`config.mk`:
```
export PLATFORM = sky130hd
export DESIGN_NAME = rtc_alarm_timer
export DESIGN_NICKNAME = d
export VERILOG_FILES = /design/src/rtl/rtc_pkg.sv /design/src/rtl/rtc_prescaler.sv /design/src/rtl/rtc_alarm_timer.sv
export SDC_FILE = /design/constraint.sdc
export NUM_CORES = 1
export LEC_CHECK = 0
export CORE_ASPECT_RATIO = 1.5
export CORE_MARGIN = 2
export CORE_UTILIZATION = 37
export DETAILED_ROUTE_END_ITERATION = 6
export DONT_BUFFER_PORTS = 1
export HOLD_SLACK_MARGIN = 0.03
export PLACE_DENSITY = 0.62
export SYNTH_ARGS = -nofsm -noshare
export SYNTH_HDL_FRONTEND = slang
export SYNTH_HIERARCHICAL = 1
export SYNTH_SLANG_ARGS = --single-unit
```
`constraint.sdc`:
```
create_clock -name clock -period 3.4 [get_ports clock]
set_clock_uncertainty 0.1 [all_clocks]
set_input_delay 0.68 -clock clock [delete_from_list [all_inputs] [get_ports clock]]
set_output_delay 0.68 -clock clock [all_outputs]
set_load 0.005 [all_outputs]
```
`src/rtl/rtc_pkg.sv`:
```
// Shared constants, time record type and wrap helper for the RTC block.
package rtc_pkg;

   localparam int unsigned FIELD_W = 6;

   localparam logic [FIELD_W-1:0] HOUR_MAX = 6'd23;
   localparam logic [FIELD_W-1:0] MIN_MAX  = 6'd59;
   localparam logic [FIELD_W-1:0] SEC_MAX  = 6'd59;

   localparam logic [3:0] ADDR_HOUR   = 4'h8;
   localparam logic [3:0] ADDR_MIN    = 4'h9;
   localparam logic [3:0] ADDR_SEC    = 4'hA;
   localparam logic [3:0] ADDR_EN     = 4'hB;
   localparam logic [3:0] ADDR_STATUS = 4'hC;
   localparam logic [3:0] ADDR_CTRL   = 4'hD;

   typedef struct packed {
      logic [FIELD_W-1:0] hr;
      logic [FIELD_W-1:0] mn;
      logic [FIELD_W-1:0] sc;
   } rtc_time_t;

   // Increment a time field, wrapping to zero after its maximum.
   function automatic logic [FIELD_W-1:0] wrap_inc(input logic [FIELD_W-1:0] v,
                                                   input logic [FIELD_W-1:0] max);
      return (v == max) ? '0 : v + 1'b1;
   endfunction

endpackage

```
`src/rtl/rtc_prescaler.sv`:
```
// Divides the input clock down to a one-cycle tick every CLK_FREQ cycles.
module rtc_prescaler
   import rtc_pkg::*;
#(
   parameter int unsigned CLK_FREQ = 10000000
) (
   input  logic clock,
   input  logic rst_n,
   input  logic run,
   input  logic clear,
   output logic tick
);

   localparam int unsigned CW = $clog2(CLK_FREQ);
   localparam logic [CW-1:0] LAST = CW'(CLK_FREQ - 1);

   logic [CW-1:0] cnt_q, cnt_d;

   assign tick = run && (cnt_q == LAST);

   // Next count: clear restarts the second, otherwise count while running.
   always_comb begin
      cnt_d = cnt_q;
      if (clear) begin
         cnt_d = '0;
      end else if (run) begin
         cnt_d = tick ? '0 : cnt_q + 1'b1;
      end
   end

   // Prescaler counter register.
   always_ff @(posedge clock or negedge rst_n) begin
      if (!rst_n) begin
         cnt_q <= '0;
      end else begin
         cnt_q <= cnt_d;
      end
   end

endmodule

```
`src/rtl/rtc_alarm_timer.sv`:
```
// Real-time clock with hour:minute alarms and a CPU register port.
module rtc_alarm_timer
   import rtc_pkg::*;
#(
   parameter int unsigned CLK_FREQ   = 10000000,
   parameter int unsigned NUM_ALARMS = 2
) (
   input  logic                  clock,
   input  logic                  rst_n,
   input  logic                  w_en_n,
   input  logic                  r_en_n,
   input  logic [15:0]           addr,
   input  logic [7:0]            wdata,
   output logic [7:0]            rdata,
   output logic [5:0]            hour,
   output logic [5:0]            minute,
   output logic [5:0]            second,
   output logic                  sec_tick,
   output logic [NUM_ALARMS-1:0] alarm_irq
);

   rtc_time_t time_q, time_d, time_inc;
   logic                  run_q;
   logic [NUM_ALARMS-1:0] en_q, status_q, status_d, fire, clr;
   logic [NUM_ALARMS-1:0] irq_q;
   logic                  sec_tick_q;
   logic [7:0]            rdata_q, rdata_d;
   logic [FIELD_W-1:0]    alm_hr_q  [NUM_ALARMS];
   logic [FIELD_W-1:0]    alm_min_q [NUM_ALARMS];

   logic                  tick, wr, hr_ok, min_ok, wr_hr, wr_min, wr_sec, time_wr, carry_min;
   logic [3:0]            a;
   logic [FIELD_W-1:0]    wv;
   logic                  unused_addr_hi;

   assign a              = addr[3:0];
   assign unused_addr_hi = ^addr[15:4];
   assign wv             = wdata[FIELD_W-1:0];
   assign wr             = !w_en_n;
   assign hr_ok          = wdata <= 8'(HOUR_MAX);
   assign min_ok         = wdata <= 8'(MIN_MAX);
   assign wr_hr          = wr && (a == ADDR_HOUR) && hr_ok;
   assign wr_min         = wr && (a == ADDR_MIN)  && min_ok;
   assign wr_sec         = wr && (a == ADDR_SEC)  && min_ok;
   assign time_wr        = wr_hr || wr_min || wr_sec;
   assign clr            = (wr && (a == ADDR_STATUS)) ? wdata[NUM_ALARMS-1:0] : '0;

   rtc_prescaler #(.CLK_FREQ(CLK_FREQ)) u_prescaler (
      .clock (clock),
      .rst_n (rst_n),
      .run   (run_q),
      .clear (wr_sec),
      .tick  (tick)
   );

   // Next time value and alarm matches; a CPU time write discards the whole tick increment.
   always_comb begin
      carry_min   = (time_q.sc == SEC_MAX);
      time_inc.sc = wrap_inc(time_q.sc, SEC_MAX);
      time_inc.mn = carry_min ? wrap_inc(time_q.mn, MIN_MAX) : time_q.mn;
      time_inc.hr = (carry_min && (time_q.mn == MIN_MAX)) ? wrap_inc(time_q.hr, HOUR_MAX)
                                                           : time_q.hr;
      time_d = time_q;
      if (time_wr) begin
         if (wr_hr)  time_d.hr = wv;
         if (wr_min) time_d.mn = wv;
         if (wr_sec) time_d.sc = wv;
      end else if (tick) begin
         time_d = time_inc;
      end
      fire = '0;
      for (int unsigned n = 0; n < NUM_ALARMS; n++) begin
         fire[n] = tick && !time_wr && carry_min && en_q[n] &&
                   (alm_hr_q[n] == time_inc.hr) && (alm_min_q[n] == time_inc.mn);
      end
      status_d = (status_q & ~clr) | fire;
   end

   // Read mux over the register map; unmapped and absent alarms read as zero.
   always_comb begin
      rdata_d = '0;
      for (int unsigned n = 0; n < NUM_ALARMS; n++) begin
         if (!a[3] && (a[2:1] == 2'(n))) begin
            rdata_d = {2'b00, a[0] ? alm_min_q[n] : alm_hr_q[n]};
         end
      end
      case (a)
         ADDR_HOUR:   rdata_d = {2'b00, time_q.hr};
         ADDR_MIN:    rdata_d = {2'b00, time_q.mn};
         ADDR_SEC:    rdata_d = {2'b00, time_q.sc};
         ADDR_EN:     rdata_d = 8'(en_q);
         ADDR_STATUS: rdata_d = 8'(status_q);
         ADDR_CTRL:   rdata_d = {7'b0, run_q};
         default:     ;
      endcase
   end

   // Time, control, status, read data and registered outputs.
   always_ff @(posedge clock or negedge rst_n) begin
      if (!rst_n) begin
         time_q     <= '0;
         run_q      <= 1'b1;
         en_q       <= '0;
         status_q   <= '0;
         irq_q      <= '0;
         sec_tick_q <= 1'b0;
         rdata_q    <= '0;
      end else begin
         time_q     <= time_d;
         status_q   <= status_d;
         irq_q      <= status_q & en_q;
         sec_tick_q <= tick;
         if (wr && (a == ADDR_EN))   en_q  <= wdata[NUM_ALARMS-1:0];
         if (wr && (a == ADDR_CTRL)) run_q <= wdata[0];
         if (!r_en_n)                rdata_q <= rdata_d;
      end
   end

   // Alarm hour/minute registers with range-checked writes.
   always_ff @(posedge clock or negedge rst_n) begin
      if (!rst_n) begin
         for (int unsigned n = 0; n < NUM_ALARMS; n++) begin
            alm_hr_q[n]  <= '0;
            alm_min_q[n] <= '0;
         end
      end else begin
         for (int unsigned n = 0; n < NUM_ALARMS; n++) begin
            if (wr && !a[3] && (a[2:1] == 2'(n))) begin
               if (!a[0] && hr_ok)  alm_hr_q[n]  <= wv;
               if (a[0]  && min_ok) alm_min_q[n] <= wv;
            end
         end
      end
   end

   assign hour      = time_q.hr;
   assign minute    = time_q.mn;
   assign second    = time_q.sc;
   assign sec_tick  = sec_tick_q;
   assign alarm_irq = irq_q;
   assign rdata     = rdata_q;

endmodule

```
==> flow_summary.ini <==
[synth]
synth_ff_type = dfrtp_1
synth_area_sq_um = 5460
synth_edf_count = 0
synthArstFlopShare = 1.00
ys_ff_latch = 80
syn_inst = 610
synthDistinctLibCells = 78
yosys_warnings = 6
avgSynthCellArea_sq_um = 8.95
yosysSeqAreaShare = 0.367

[floorplanning]
die_w_um = 103
die_area_sq_um = 15800
die_height_um = 153
io_pins = 57
initial_core_util = 0.378
coreArea_sq_um = 14500
row_count = 54

[sta]
slew_headroom = 0.442
period_needed_ns = 2.91
hold_viol = 0
finalMaxSlewViolations = 0
setup_viol = 0
timing.final.ws_setup_ns = 0.491
setup_tns_ns = 0
fin_crit_sh = 0.856
fmaxAchievable_ghz = 0.344
rsz0062_at_grt = no
worstMarginPinSlew_ns = 0.836

[route]
ant_nets = 0
first_pass_iters = 5
drc = 0
drt-initial-drc-count = 332
wire_per_inst_um = 22.1
wl_um = 17700
vias_per_cell = 6.09
num_vias = 4886

[critical_path]
r2r_end = status_q[1]
regToRegStartpoint = second[0]
cp.arrival_ns = 3.06
rrSetupSlack_ns = 0.49
cp-startpoint = second[0]
start_kind = register
endpoint = status_q[1]
crit_path_end_kind = register
cp_max_fo = 13
critPathRequiredTime_ns = 3.55
path_class = register to register
reg2reg_depth = 7

[global_routing]
grt_max_degree = 80
grt_pass1_vias = 4821
antenna_found_initial = 0
grt_pass1_wl_um = 27400
grt_usage = 0.230
grt_remaining_overflow = 0

[cells_and_area]
mostFrequentLayoutCell = dfrtp_1
nNetsFinal = 633
drive_above_1_share = 0.142
postLayoutCellArea_sq_um = 6000
seq_area_sq_um = 2000
syn2layout_area_growth_pct = 9.88
final_util = 0.415
diodes = 0
final_cell_mix = dfrtp_1, o21ai_0, nand2_1, a21oi_1, nor2_1
num-fill-cells = 1481
multiInputGateArea_sq_um = 3180

[clocking]
clk_pin_slew_worst_paths_ns = 0.08
cts_num_sinks = 80
cts_buffers = 9
postCtsHoldBufs = 1
cts_tree = built
insertion_delay_ns = 0.35
cts_setup_buffers = 0
htreeDepth = 3
cts-root-buf = clkbuf_16
cts_resized = 0
clockBufferDepth = 2

[power_and_ir_drop]
switching_share = 0.285
p_per_area_nw_per_um2 = 447
clkPwrFrac = 0.435
seq_power_share = 0.438
combPwrFrac = 0.127
vdd_drop_max_uv = 233
p_switching_mw = 0.764
p_leak_nw = 2.41
p_int_mw = 1.92

[placed_design]
routabilityCongestion = 0.953
port_buffers = 0
place_area_sq_um = 5620
pre_cts_ws_ns = 0.461
dp_hpwl_um = 13100

[run_status]
status = complete, no violations

[min_path]
min_path_type = input port to asynchronous set/reset pin

[job]
drv_cap = 0
stage by stage:
| step | total power, mW | hold slack [ns] | cells |
|---|---|---|---|
| 2_1_floorplan | 1.41 | 0.284 | 611 |
| 3_3_place_gp | 1.49 | 0.289 | 785 |
| 3_5_place_dp | 1.50 | 0.289 | 785 |
| 4_1_cts | 2.70 | 0.0611 | 802 |
| 5_1_grt | 2.78 | 0.0590 | 802 |
| 6_report | 2.68 | 0.0756 | 802 |
synth_stat cells (6+ instances only):
cell type	n	area share
a21o_1	6	0.0082
a21oi_1	44	0.040
a22o_1	7	0.011
a22oi_1	7	0.0096
a31oi_1	6	0.0069
and2_1	7	0.0080
buf_2	6	0.0055
clkbuf_1	16	0.011
dfrtp_1	79	0.36
inv_1	21	0.014
mux2_2	28	0.058
mux2i_1	10	0.018
nand2_1	50	0.034
nand3_1	24	0.022
nand4_1	18	0.021
nor2_1	33	0.023
nor2_2	6	0.0069
nor2b_1	7	0.0080
nor3_1	9	0.0082
nor4_1	6	0.0069
o211ai_1	7	0.0096
o21ai_0	54	0.049
o22ai_1	6	0.0069
o31ai_1	12	0.016
or3_1	7	0.0080
xnor2_1	13	0.021
xor2_1	16	0.026
critical path, cell delays in order, from the launching register on:
cell and delay, ns:
dfrtp_1 0.49, ha_1 0.43, nand2b_4 0.19, nor4_1 0.40, mux2i_1 0.52, xor2_1 0.19, nand4b_1 0.14, o41ai_2 0.34
worst min-delay path by stage:
stage                                  to  slack (ns)  cells past startpoint
floorplan                    alarm_irq[0]        0.28                      0
global placement    u_prescaler/cnt_q[17]        0.29                      0
detailed placement  u_prescaler/cnt_q[15]        0.29                      0
CTS                                 run_q        0.06                      0
global route                        run_q        0.06                      0
finish                              run_q        0.08                      0
metal layers:
layer  up-vias  routed length (um)  track usage
li1       2255                   -            -
met1      2395                6680        0.263
met2       185                9100        0.392
met3        51                 916       0.0408
met4         0                1050        0.132
met5         -                   0            0
state kept, by name (all words and copies together), names as in the netlist, 2 cells and up:
signal and count:
alm_hr_q 12, minute 6, alarm_irq 2, en_q 2, status_q 2, alm_min_q 12
rdata 6, second 6, u_prescaler/cnt_q 24, hour 6
power groups by stage:
stage               combinational (mW)  sequential [mW]  clock [mW]
global placement                 0.306             1.18           0
detailed placement               0.315             1.19           0
finish                           0.341             1.18        1.17
global route                     0.379             1.18        1.22
floorplan                        0.279             1.13           0
CTS                              0.341             1.17        1.18
area by class of cell:
class | count | area share
repair buffers | 15 | 0.0221
multi-input cells | 473 | 0.531
inverters | 22 | 0.0138
clock inverters | 7 | 0.0213
clock buffers | 9 | 0.0375
flip-flops and latches | 80 | 0.334
well taps | 196 | 0.0409
cell families (layout without fill, tap and decap cells):
kind of cell | after synthesis | in the layout | share of synthesized area
muxes | 38 | 38 | 0.0761
other | 1 | 2 | 0.000687
xor gates and xnor gates | 29 | 29 | 0.0465
buffers and inverters | 58 | 53 | 0.0509
DFF | 80 | 80 | 0.367
and+or+nand+nor | 212 | 212 | 0.221
adders and majority gates | 4 | 4 | 0.00917
AOI/OAI and AO/OA | 188 | 188 | 0.229
Note: power is estimated with default switching activity, not from simulation.
